$ cat src/rtl/mac_dot_sequencer.sv
// Dot-product job controller around a DW x DW multiply-accumulate datapath.
// Takes a start/len command, consumes len operand beats, then presents the sum.
module mac_dot_sequencer #(
    parameter int DW = 4,
    parameter int AW = 12,
    parameter int LW = 4
) (
    input  logic          clk,
    input  logic          rst_n,
    input  logic          start,
    input  logic [LW-1:0] len,
    input  logic          abort,
    output logic          busy,
    input  logic          in_valid,
    output logic          in_ready,
    input  logic [DW-1:0] in_a,
    input  logic [DW-1:0] in_b,
    output logic          out_valid,
    input  logic          out_ready,
    output logic [AW-1:0] out_acc,
    output logic          out_ovf
);

    localparam logic [1:0] ST_IDLE = 2'd0;
    localparam logic [1:0] ST_RUN  = 2'd1;
    localparam logic [1:0] ST_DONE = 2'd2;

    logic [1:0]      state_q, state_d;
    logic [AW-1:0]   acc_q, acc_d;
    logic            ovf_q, ovf_d;
    logic [LW-1:0]   count_q, count_d;
    logic [LW-1:0]   len_q, len_d;

    logic [2*DW-1:0] prod;
    logic [AW:0]     sum;
    logic [LW-1:0]   count_inc;

    assign prod      = {{DW{1'b0}}, in_a} * {{DW{1'b0}}, in_b};
    assign sum       = {1'b0, acc_q} + {{(AW+1-2*DW){1'b0}}, prod};
    assign count_inc = count_q + 1'b1;

    always_comb begin
        state_d = state_q;
        acc_d   = acc_q;
        ovf_d   = ovf_q;
        count_d = count_q;
        len_d   = len_q;
        if (abort) begin
            state_d = ST_IDLE;
            acc_d   = '0;
            ovf_d   = 1'b0;
            count_d = '0;
        end else begin
            case (state_q)
                ST_IDLE: begin
                    if (start) begin
                        acc_d   = '0;
                        ovf_d   = 1'b0;
                        count_d = '0;
                        len_d   = len;
                        state_d = (len != '0) ? ST_RUN : ST_DONE;
                    end
                end
                ST_RUN: begin
                    if (in_valid) begin
                        acc_d   = sum[AW-1:0];
                        ovf_d   = ovf_q | sum[AW];
                        count_d = count_inc;
                        if (count_inc == len_q) begin
                            state_d = ST_DONE;
                        end
                    end
                end
                ST_DONE: begin
                    // A new job may launch on the same cycle the result is taken.
                    if (out_ready) begin
                        if (start) begin
                            acc_d   = '0;
                            ovf_d   = 1'b0;
                            count_d = '0;
                            len_d   = len;
                            state_d = (len != '0) ? ST_RUN : ST_DONE;
                        end else begin
                            state_d = ST_IDLE;
                        end
                    end
                end
                default: begin
                    state_d = ST_IDLE;
                end
            endcase
        end
    end

    always_ff @(posedge clk or negedge rst_n) begin
        if (!rst_n) begin
            state_q <= ST_IDLE;
            acc_q   <= '0;
            ovf_q   <= 1'b0;
            count_q <= '0;
            len_q   <= '0;
        end else begin
            state_q <= state_d;
            acc_q   <= acc_d;
            ovf_q   <= ovf_d;
            count_q <= count_d;
            len_q   <= len_d;
        end
    end

    assign busy      = (state_q != ST_IDLE);
    assign in_ready  = (state_q == ST_RUN);
    assign out_valid = (state_q == ST_DONE);
    assign out_acc   = acc_q;
    assign out_ovf   = ovf_q;

endmodule

$ cat config.mk
export PLATFORM = sky130hd
export DESIGN_NAME = mac_dot_sequencer
export DESIGN_NICKNAME = d
export VERILOG_FILES = /design/src/rtl/mac_dot_sequencer.sv
export SDC_FILE = /design/constraint.sdc
export NUM_CORES = 1
export LEC_CHECK = 0
export ABC_AREA = 1
export CORE_UTILIZATION = 54
export DETAILED_ROUTE_END_ITERATION = 6
export PLACE_DENSITY_LB_ADDON = 0.25
export SLEW_MARGIN = 20
export SYNTH_ARGS = -nofsm -noshare
export SYNTH_HDL_FRONTEND = slang
export SYNTH_SLANG_ARGS = --single-unit
$ cat constraint.sdc
create_clock -name clk -period 5.91 [get_ports clk]
set_input_delay 1.182 -clock clk [delete_from_list [all_inputs] [get_ports clk]]
set_output_delay 1.182 -clock clk [all_outputs]
set_load 0.02 [all_outputs]
==> flow_summary.yaml, run 1 <==
cells_and_area:
  antennaDiodeCount: 0
  fin_nets: 357
  areaGrowthSynthToFinish_pct: 20.58
  final_common_cell: "nand2_1"
  drive_above_1_share_pct: 6.774
  final_cell_mix: "nand2_1 (72), inv_1 (62), clkdlybuf4s50_1 (32)"
  final_cells: 356
  stdcell_area_um2: 2441
worst_setup_path:
  setup.worst_path.end_class: "flop"
  critPathSlowestCell: "clkdlybuf4s50_1"
  cpMostUsedCell: "nand2_1"
  cp-start-kind: "input pin"
  cp_cell_sequence: "clkdlybuf4s50_1 > nand2_1 > fa_1 > fa_1 > fa_1 > inv_1 > ha_1 > a21oi_1 > nand2_1 > nand2_1 > nand2_1 > nand2_1 > nand2_1 > nand2_1 > nand2_1 > nor2_1"
  path_class: "in2reg"
  max_stage_delay_ps: 520
  critPathRequiredTime_ps: 6110
  crit_family: "adder cells"
  arrival_ps: 4510
  worst-path-max-fanout: 4
  cp_num_buf_inv: 2
yosys:
  syn_nets: 320
  synth_cell_types: 29
  synth_warnings: 0
  ys_ff_latch: 23
  synthTopCellsByArea: "dfrtp_1 (28%), nand2_1 (13%), ha_1 (12%)"
  avgSynthCellArea_um2: 7.388
  synth_area_um2: 2024
  synth_top_cell_by_area: "dfrtp_1"
  yosysSeqAreaShare_pct: 28.43
  syn_inst: 274
  netlist.area_leader.share_pct: 28.43
route:
  routed_via_density: 4.930
  drtIter0Drc: 49
  wl_per_cell_um: 11.44
  drc: 0
  wirelength_mm: 4.071
  ant_nets: 0
  num_vias: 1755
  drtPass1Iterations: 4
pwr:
  internal-power_w: 0.0004010
  switching_share_pct: 44.17
  power.density_nw_per_um2: 294.2
  p_clk_share_pct: 13.9
  seqPwrFrac_pct: 31.0
  power.switching_w: 0.0003173
  vdd_drop_max_mv: 0.2217
  p_leak_nw: 1.339
  p_comb_share_pct: 55.1
grt:
  grt_first_pass_wirelength_mm: 7.300
  grt_max_degree: 24
  grt_util_all_layers_pct: 22.71
  antenna_found_initial: 0
  grt_overflow: 0
  grt_pass1_vias: 1693
cts:
  htreeDepth: 1
  max-clock-path-buffers: 2
  cts_resized: 0
  cts_sinks: 23
  postCtsSetupBuffers: 0
  clkLatencyLatePin_ps: 270
  numCtsBuffers: 3
  clkTransAtPathRegs_ps: 90
  clock-root-buffer: "clkbuf_8"
  hold_buffers: 0
  cts_tree: "yes"
timing:
  finalHoldViolations: 0
  whs_ps: 519.3
  rsz0062_at_grt: "false"
  max_freq_mhz: 232.3
  layout_setup_ws_ps: 1606
  period_share_pct: 72.83
  worst_slew_pin_slew_ps: 526.4
  slew_viol_final: 0
  fin_crit_ps: 4304
  setup_viol: 0
  setup_tns_ps: 0
  skew_ps: 6.055
  relSlewSlack_pct: 64.90
die:
  initial_utilization_pct: 58.37
  die-area_um2: 3998
  die_w_um: 63.23
  dieHeight_um: 63.23
  fp-row-count: 21
  ios: 34
  coreArea_um2: 3468
run_status:
  status: "complete, no violations"
placement:
  portBuffers: 33
  placed_cell_area_um2: 2401
  dpl.cell_count: 352
  dp_hpwl_mm: 3.289
  dp_slack_ps: 1344
  place_congestion: 0.8440
worst_hold_path:
  hold_class: "reg2reg"
run:
  cap_violations: 0
stage by stage:
step / total power, W / utilization (%)
2_1_floorplan: 0.0005060 / -
5_1_grt: 0.0007851 / 70.38
6_report: 0.0007183 / 70.38
4_1_cts: 0.0007230 / 70.53
3_5_place_dp: 0.0006230 / 69.23
3_3_place_gp: 0.0006124 / 69.23
area by class of cell:
| type | count | area (um^2) |
|---|---|---|
| Tap cell | 46 | 57.56 |
| Inverter | 68 | 259.0 |
| Sequential cell | 23 | 575.6 |
| Clock buffer | 4 | 45.04 |
| Timing Repair Buffer | 33 | 325.3 |
| Fill cell | 284 | 1027 |
| Multi-Input combinational cell | 182 | 1179 |
registers in the layout (all words and copies together), names as in the netlist:
signal	flops
out_acc	12
count_q	4
len_q	4
state_q	2
out_ovf	1
synth_stat cells:
master	instances
a21boi_1	1
fa_1	9
o21bai_1	1
nand3_4	1
nand2_1	72
ha_1	19
inv_1	62
nand3b_1	4
nor2_2	2
a22o_1	3
o21ai_0	12
a21oi_2	1
xnor2_1	2
o21ai_2	1
inv_2	4
inv_4	1
nand3_2	4
nand2_2	2
a22oi_1	1
buf_6	1
nand3_1	10
nor2_1	16
a21oi_1	9
nor3_1	1
dfrtp_1	23
nand4_1	5
o22ai_1	4
xor2_1	2
clkinv_2	1
power groups by stage:
stage	sequential, W	clock [W]	combinational [W]
2_1_floorplan	0.000237	0	0.000269
3_3_place_gp	0.000225	0	0.000388
3_5_place_dp	0.000225	0	0.000398
4_1_cts	0.000223	0.000101	0.000400
5_1_grt	0.000228	0.000108	0.000450
6_report	0.000223	0.000100	0.000396
worst reg2reg max path, stage by stage (launching register included):
cell	delay (ps)
dfrtp_1	350
inv_1	70
fa_1	530
fa_1	470
nand3b_1	170
nand2_1	130
nand2_1	70
nand2_1	130
inv_1	50
nor2_1	90
nor2_1	40
nor2_1	90
final timing paths:
kind / cells after the start / slack (ps) / startpoint / end
worst max-delay path: 16 / 1610 / in_b[3] / out_acc[10]
max in group asynchronous: 1 / 4670 / rst_n / out_acc[8]
min in group asynchronous: 1 / 880 / rst_n / len_q[3]
worst min-delay path: 2 / 520 / len_q[1] / len_q[1]
worst max register to register: 11 / 3630 / out_acc[2] / out_acc[11]
worst min register to register: 2 / 520 / len_q[1] / len_q[1]
cells by family (layout without fill, tap and decap cells):
family / count (synthesis) / count (layout) / synth area share (%)
AOI/OAI and AO/OA: 33 / 33 / 9.704
buffers and inverters: 69 / 105 / 13.35
DFF: 23 / 23 / 28.43
and+or+nand+nor: 117 / 117 / 26.14
adders and majority gates: 28 / 28 / 20.64
xor gates and xnor gates: 4 / 4 / 1.731
metal layers:
metal	vias to the layer above	track usage, %	part of all wire (%)
li1	922	-	-
met1	798	31.56	51
met2	33	38.58	46
met3	2	3.804	2.7
met4	0	1.705	0.29
met5	-	0	0
(Power assumes the default switching activity.)
==> inputs of run 2 (changes only) <==
- CORE_UTILIZATION: 54 -> 48
- clock period: 5.91 -> 3.8 ns (I/O delays scaled with it)
==> run 2 against run 1 <==
Net effect:
- final cell count grew 4.5%
- clock power increased by 61%
- via count up 4.4%
- critical path type unchanged
- highest routed layer unchanged
==> flow_summary.yaml, run 2 (synthesized netlist as in run 1, its figures left out) <==
run_status:
  status: "complete, no violations"
pwr:
  p_clk_share_pct: 13.4
  seqPwrFrac_pct: 29.0
  power.switching_w: 0.0005253
  p_comb_share_pct: 57.6
  switching_share_pct: 43.91
  internal-power_w: 0.0006708
  p_leak_nw: 1.426
  vdd_drop_max_mv: 0.3039
  power.density_nw_per_um2: 462.0
  power_w: 0.001196
worst_setup_path:
  cp-endpoint: "out_acc[11]"
  reg2reg_depth: 11
  r2r-end: "out_acc[11]"
  cp-start-kind: "input pin"
  setup.worst_path.end_class: "flop"
  worst-path-max-fanout: 4
  timing.rr.start: "out_acc[2]"
  arrival_ps: 3820
  critPathRequiredTime_ps: 4010
  critPathLaunch: "in_a[1]"
  path_class: "in2reg"
  reg2reg_slack_ps: 1520
die:
  initial_utilization_pct: 50.25
  coreArea_um2: 4029
  dieHeight_um: 66.94
  die-area_um2: 4481
  die_w_um: 66.94
  fp-row-count: 23
  ios: 34
cts:
  clock-root-buffer: "clkbuf_8"
  htreeDepth: 1
  postCtsSetupBuffers: 0
  cts_tree: "yes"
  max-clock-path-buffers: 2
  numCtsBuffers: 3
  cts_sinks: 23
  hold_buffers: 0
  clkTransAtPathRegs_ps: 90
  clkLatencyLatePin_ps: 280
cells_and_area:
  final_cells: 372
  areaGrowthSynthToFinish_pct: 27.87
  final_cell_mix: "nand2_1 (66), inv_1 (62), clkdlybuf4s50_1 (29)"
  multi_input_area_um2: 1222
  antennaDiodeCount: 0
  drive_above_1_share_pct: 13.35
  largest_reg_flops: 12
  fin_nets: 369
  utilization_pct: 64.25
  fill_cells: 370
  regArea_um2: 575.6
  final_common_cell: "nand2_1"
route:
  wirelength_mm: 4.378
  drc: 0
  drtIter0Drc: 71
  drtPass1Iterations: 4
  wl_per_cell_um: 11.77
  num_vias: 1833
  routed_via_density: 4.927
  ant_nets: 0
grt:
  grt_pass1_vias: 1690
  grt_overflow: 0
  grt_max_degree: 24
  antenna_found_initial: 0
  grt_first_pass_wirelength_mm: 7.293
  grt_util_all_layers_pct: 21.68
timing:
  setup_tns_ps: 0
  fin_crit_ps: 3616
  slew_viol_final: 0
  setup_viol: 0
  worst_slew_pin_slew_ps: 543.2
  whs_ps: 454.9
  max_freq_mhz: 276.6
  rsz0062_at_grt: "false"
  skew_ps: 4.675
  period_share_pct: 95.15
  finalHoldViolations: 0
  relSlewSlack_pct: 63.79
run:
  cap_violations: 0
placement:
  place_congestion: 0.8481
  portBuffers: 33
  dpl.cell_count: 368
  dp_hpwl_mm: 3.450
worst_hold_path:
  hold_class: "in2async"
==> run 2: changes by cell type in the layout (fill, tap and decap cells not counted), moves of 2 or more <==
cell	before	now
buf_4	0	12
clkdlybuf4s50_1	32	29
dlymetal6s2s_1	0	3
ha_1	19	17
ha_4	0	2
nand2_1	72	66
nand2_2	2	8
==> run 2: how the worst min path moves through the flow <==
stage / from / to / slack [ps]
floorplan: rst_n / count_q[0] / 460
global placement: len_q[3] / len_q[3] / 500
detailed placement: len_q[0] / len_q[0] / 510
CTS: out_ovf / out_ovf / 530
global route: rst_n / count_q[2] / 490
finish: rst_n / len_q[2] / 450
==> run 2: metal layers <==
metal  global-route usage (%)  share of wire, %  vias to the layer above
met2                    34.60                46                       33
met4                    6.383               1.1                        0
li1                         -                 -                      950
met1                    29.82                50                      845
met5                        0                 0                        -
met3                    3.596               2.8                        5
==> run 2: worst max-delay path, stage by stage <==
cell and delay, ps:
clkdlybuf4s50_1 490, nand2_2 70, fa_1 520, fa_1 430, fa_1 490, inv_1 60, ha_4 290, nand3b_1 80
nand2_1 130, nand2_1 60, nand2_1 130, inv_1 50, nor2_1 100, nor2_1 50, nor2_1 100
==> run 2: through the flow <==
step                setup WS, ps  area, um^2
finish                     184.5        2589
global placement          -240.7        2496
detailed placement        -294.4        2496
global route               18.18        2589
floorplan                  342.7        2024
CTS                        28.58        2542
==> run 2: power groups by stage <==
stage | registers (W) | logic (W) | clock network [W]
floorplan | 0.000368 | 0.000419 | 0
global placement | 0.000349 | 0.000638 | 0
detailed placement | 0.000352 | 0.000654 | 0
CTS | 0.000346 | 0.000658 | 0.000165
global route | 0.000356 | 0.000766 | 0.000177
finish | 0.000347 | 0.000689 | 0.000161
==> run 2: final cells by class <==
cell class / instances / area share [%]
clock buffers: 3 / 1.595
clock inverters: 1 / 0.1933
inverters: 68 / 10.00
multi-input cells: 182 / 47.22
flip-flops and latches: 23 / 22.23
well taps: 50 / 2.417
repair buffers: 45 / 16.34
==> run 2: what timing repair did <==
item / in CTS / in global routing
resized for setup: 0 / 12
endpoints found under the setup margin: 2 / 8
pin swaps: 1 / 8
==> inputs of run 3 (changes only) <==
- CORE_ASPECT_RATIO: default -> 0.9
==> run 3 against run 2 <==
Net effect:
- register-to-register slack better by 40 ps
- global-route usage decreased by 1.5 points
- sequential share of layout area increased by 0.054 points
- sequential cell count did not move
- worst setup slack got worse by 52 ps
- power shrank 0.22%
- largest cell class unchanged
- largest power group unchanged
- highest routed layer unchanged
==> flow_summary.yaml, run 3 (synthesized netlist as in run 1, its figures left out) <==
run_status:
  status: "complete, no violations"
cts:
  clock-root-buffer: "clkbuf_8"
  max-clock-path-buffers: 2
  postCtsSetupBuffers: 0
  cts_tree: "yes"
  htreeDepth: 1
  clkLatencyLatePin_ps: 270
  numCtsBuffers: 3
  clkTransAtPathRegs_ps: 80
  cts_sinks: 23
worst_setup_path:
  cp_cell_sequence: "clkdlybuf4s50_1 > nand2_1 > fa_1 > fa_1 > fa_1 > inv_1 > ha_4 > a21oi_2 > nand2_2 > nand2_1 > nand2_2 > nand2_2 > nand2_2 > nand2_1 > nand2_1 > nor2_1"
  reg2reg_slack_ps: 1560
  cp-start-kind: "input pin"
  r2r-end: "out_acc[11]"
  worst-path-max-fanout: 4
  timing.rr.start: "out_acc[2]"
  critPathRequiredTime_ps: 4000
  setup.worst_path.end_class: "flop"
  arrival_ps: 3860
  critPathSlowestCell: "fa_1"
  path_class: "in2reg"
  max_stage_delay_ps: 520
  reg2reg_depth: 11
timing:
  setup_viol: 0
  max_freq_mhz: 272.7
  whs_ps: 456.3
  worst_slew_pin_slew_ps: 523.4
  slew_viol_final: 0
  fin_crit_ps: 3667
  period_share_pct: 96.51
  relSlewSlack_pct: 65.11
  finalHoldViolations: 0
  skew_ps: 2.344
  setup_tns_ps: 0
grt:
  grt_max_degree: 24
  grt_pass1_vias: 1706
  grt_overflow: 0
  grt_util_all_layers_pct: 20.22
  grt_first_pass_wirelength_mm: 7.362
  antenna_found_initial: 0
placement:
  place_congestion: 0.8308
  portBuffers: 33
  dpl.cell_count: 365
  dp_hpwl_mm: 3.403
  placed_cell_area_um2: 2486
die:
  fp-row-count: 22
  initial_utilization_pct: 50.03
  coreArea_um2: 4046
  dieHeight_um: 63.61
  die_w_um: 70.46
  ios: 34
  die-area_um2: 4482
cells_and_area:
  final_cells: 369
  antennaDiodeCount: 0
  areaGrowthSynthToFinish_pct: 27.57
  fin_nets: 368
  final_cell_mix: "nand2_1 (66), inv_1 (62), clkdlybuf4s50_1 (30)"
  stdcell_area_um2: 2582
  drive_above_1_share_pct: 13.71
  largest_reg_flops: 12
  final_common_cell: "nand2_1"
  fill_cells: 357
route:
  drtIter0Drc: 69
  ant_nets: 0
  wl_met2_mm: 1.989
  drtPass1Iterations: 4
  dr.max_layer_used: "met4"
  wirelength_mm: 4.323
  wl_per_cell_um: 11.72
  num_vias: 1822
  met3WireLength_um: 160
  drt-met1-wl_mm: 2.148
  drc: 0
  routed_via_density: 4.938
pwr:
  power.density_nw_per_um2: 462.1
  p_leak_nw: 1.412
  vdd_drop_max_mv: 0.2709
worst_hold_path:
  hold_class: "in2async"
run:
  cap_violations: 0
## run 3: changes by cell type in the layout (fill, tap and decap cells not counted), sizes merged
cell,before,now
buf,13,12
clkdlybuf4s50,29,30
dlymetal6s2s,3,2
## run 3: worst max path at each step
stage,startpoint,to,slack (ps),depth (start not counted)
2_1_floorplan,in_a[0],out_acc[10],340,14
3_3_place_gp,in_a[0],out_acc[10],-270,15
3_5_place_dp,in_a[0],out_acc[10],-340,16
4_1_cts,in_a[0],out_acc[10],20,16
5_1_grt,in_b[1],out_acc[10],-50,16
6_report,in_b[1],out_acc[10],130,16
## run 3: layout make-up
| class | instances | area, um^2 | area share [%] |
|---|---|---|---|
| Sequential cell | 23 | 575.6 | 22.29 |
| Tap cell | 48 | 60.06 | 2.326 |
| Inverter | 68 | 259.0 | 10.03 |
| Timing Repair Buffer | 44 | 412.9 | 15.99 |
| Clock buffer | 3 | 41.29 | 1.599 |
| Multi-Input combinational cell | 182 | 1229 | 47.58 |
| Clock inverter | 1 | 5.005 | 0.1938 |
## run 3: where the power goes
part / switching, W / leakage, nW / internal (W) / total [W]
Combinational: 0.000392 / 1.08 / 0.000300 / 0.000692
Clock: 0.0000811 / 0.0255 / 0.0000733 / 0.000154
Sequential: 0.0000470 / 0.310 / 0.000300 / 0.000347
Total: 0.000520 / 1.41 / 0.000674 / 0.00119
## run 3: critical path, delay by kind of cell
family | cells | cell delay, ps
compound gates | 1 | 150
fa+ha+maj | 4 | 1700
buf+inv | 2 | 560
simple gates | 9 | 660
## run 3: through the flow
step	power [W]	util, %	worst slack, ps
after CTS	0.001169	62.89	23.09
after global placement	0.0009857	61.44	-270.4
after detailed placement	0.001002	61.44	-336.0
after floorplan	0.0007869	-	342.7
final	0.001193	63.82	132.7
after global routing	0.001297	63.82	-48.96
## run 3: repair_timing
action	CTS	global route
hold buffers	0	0
setup endpoints to repair	3	8
resized for setup	1	13
pin swaps	0	7
## run 3: metal layers
layer / vias up / global-route usage [%]
li1: 944 / -
met2: 30 / 32.98
met1: 844 / 28.93
met4: 0 / 2.250
met5: - / 0
met3: 4 / 3.360
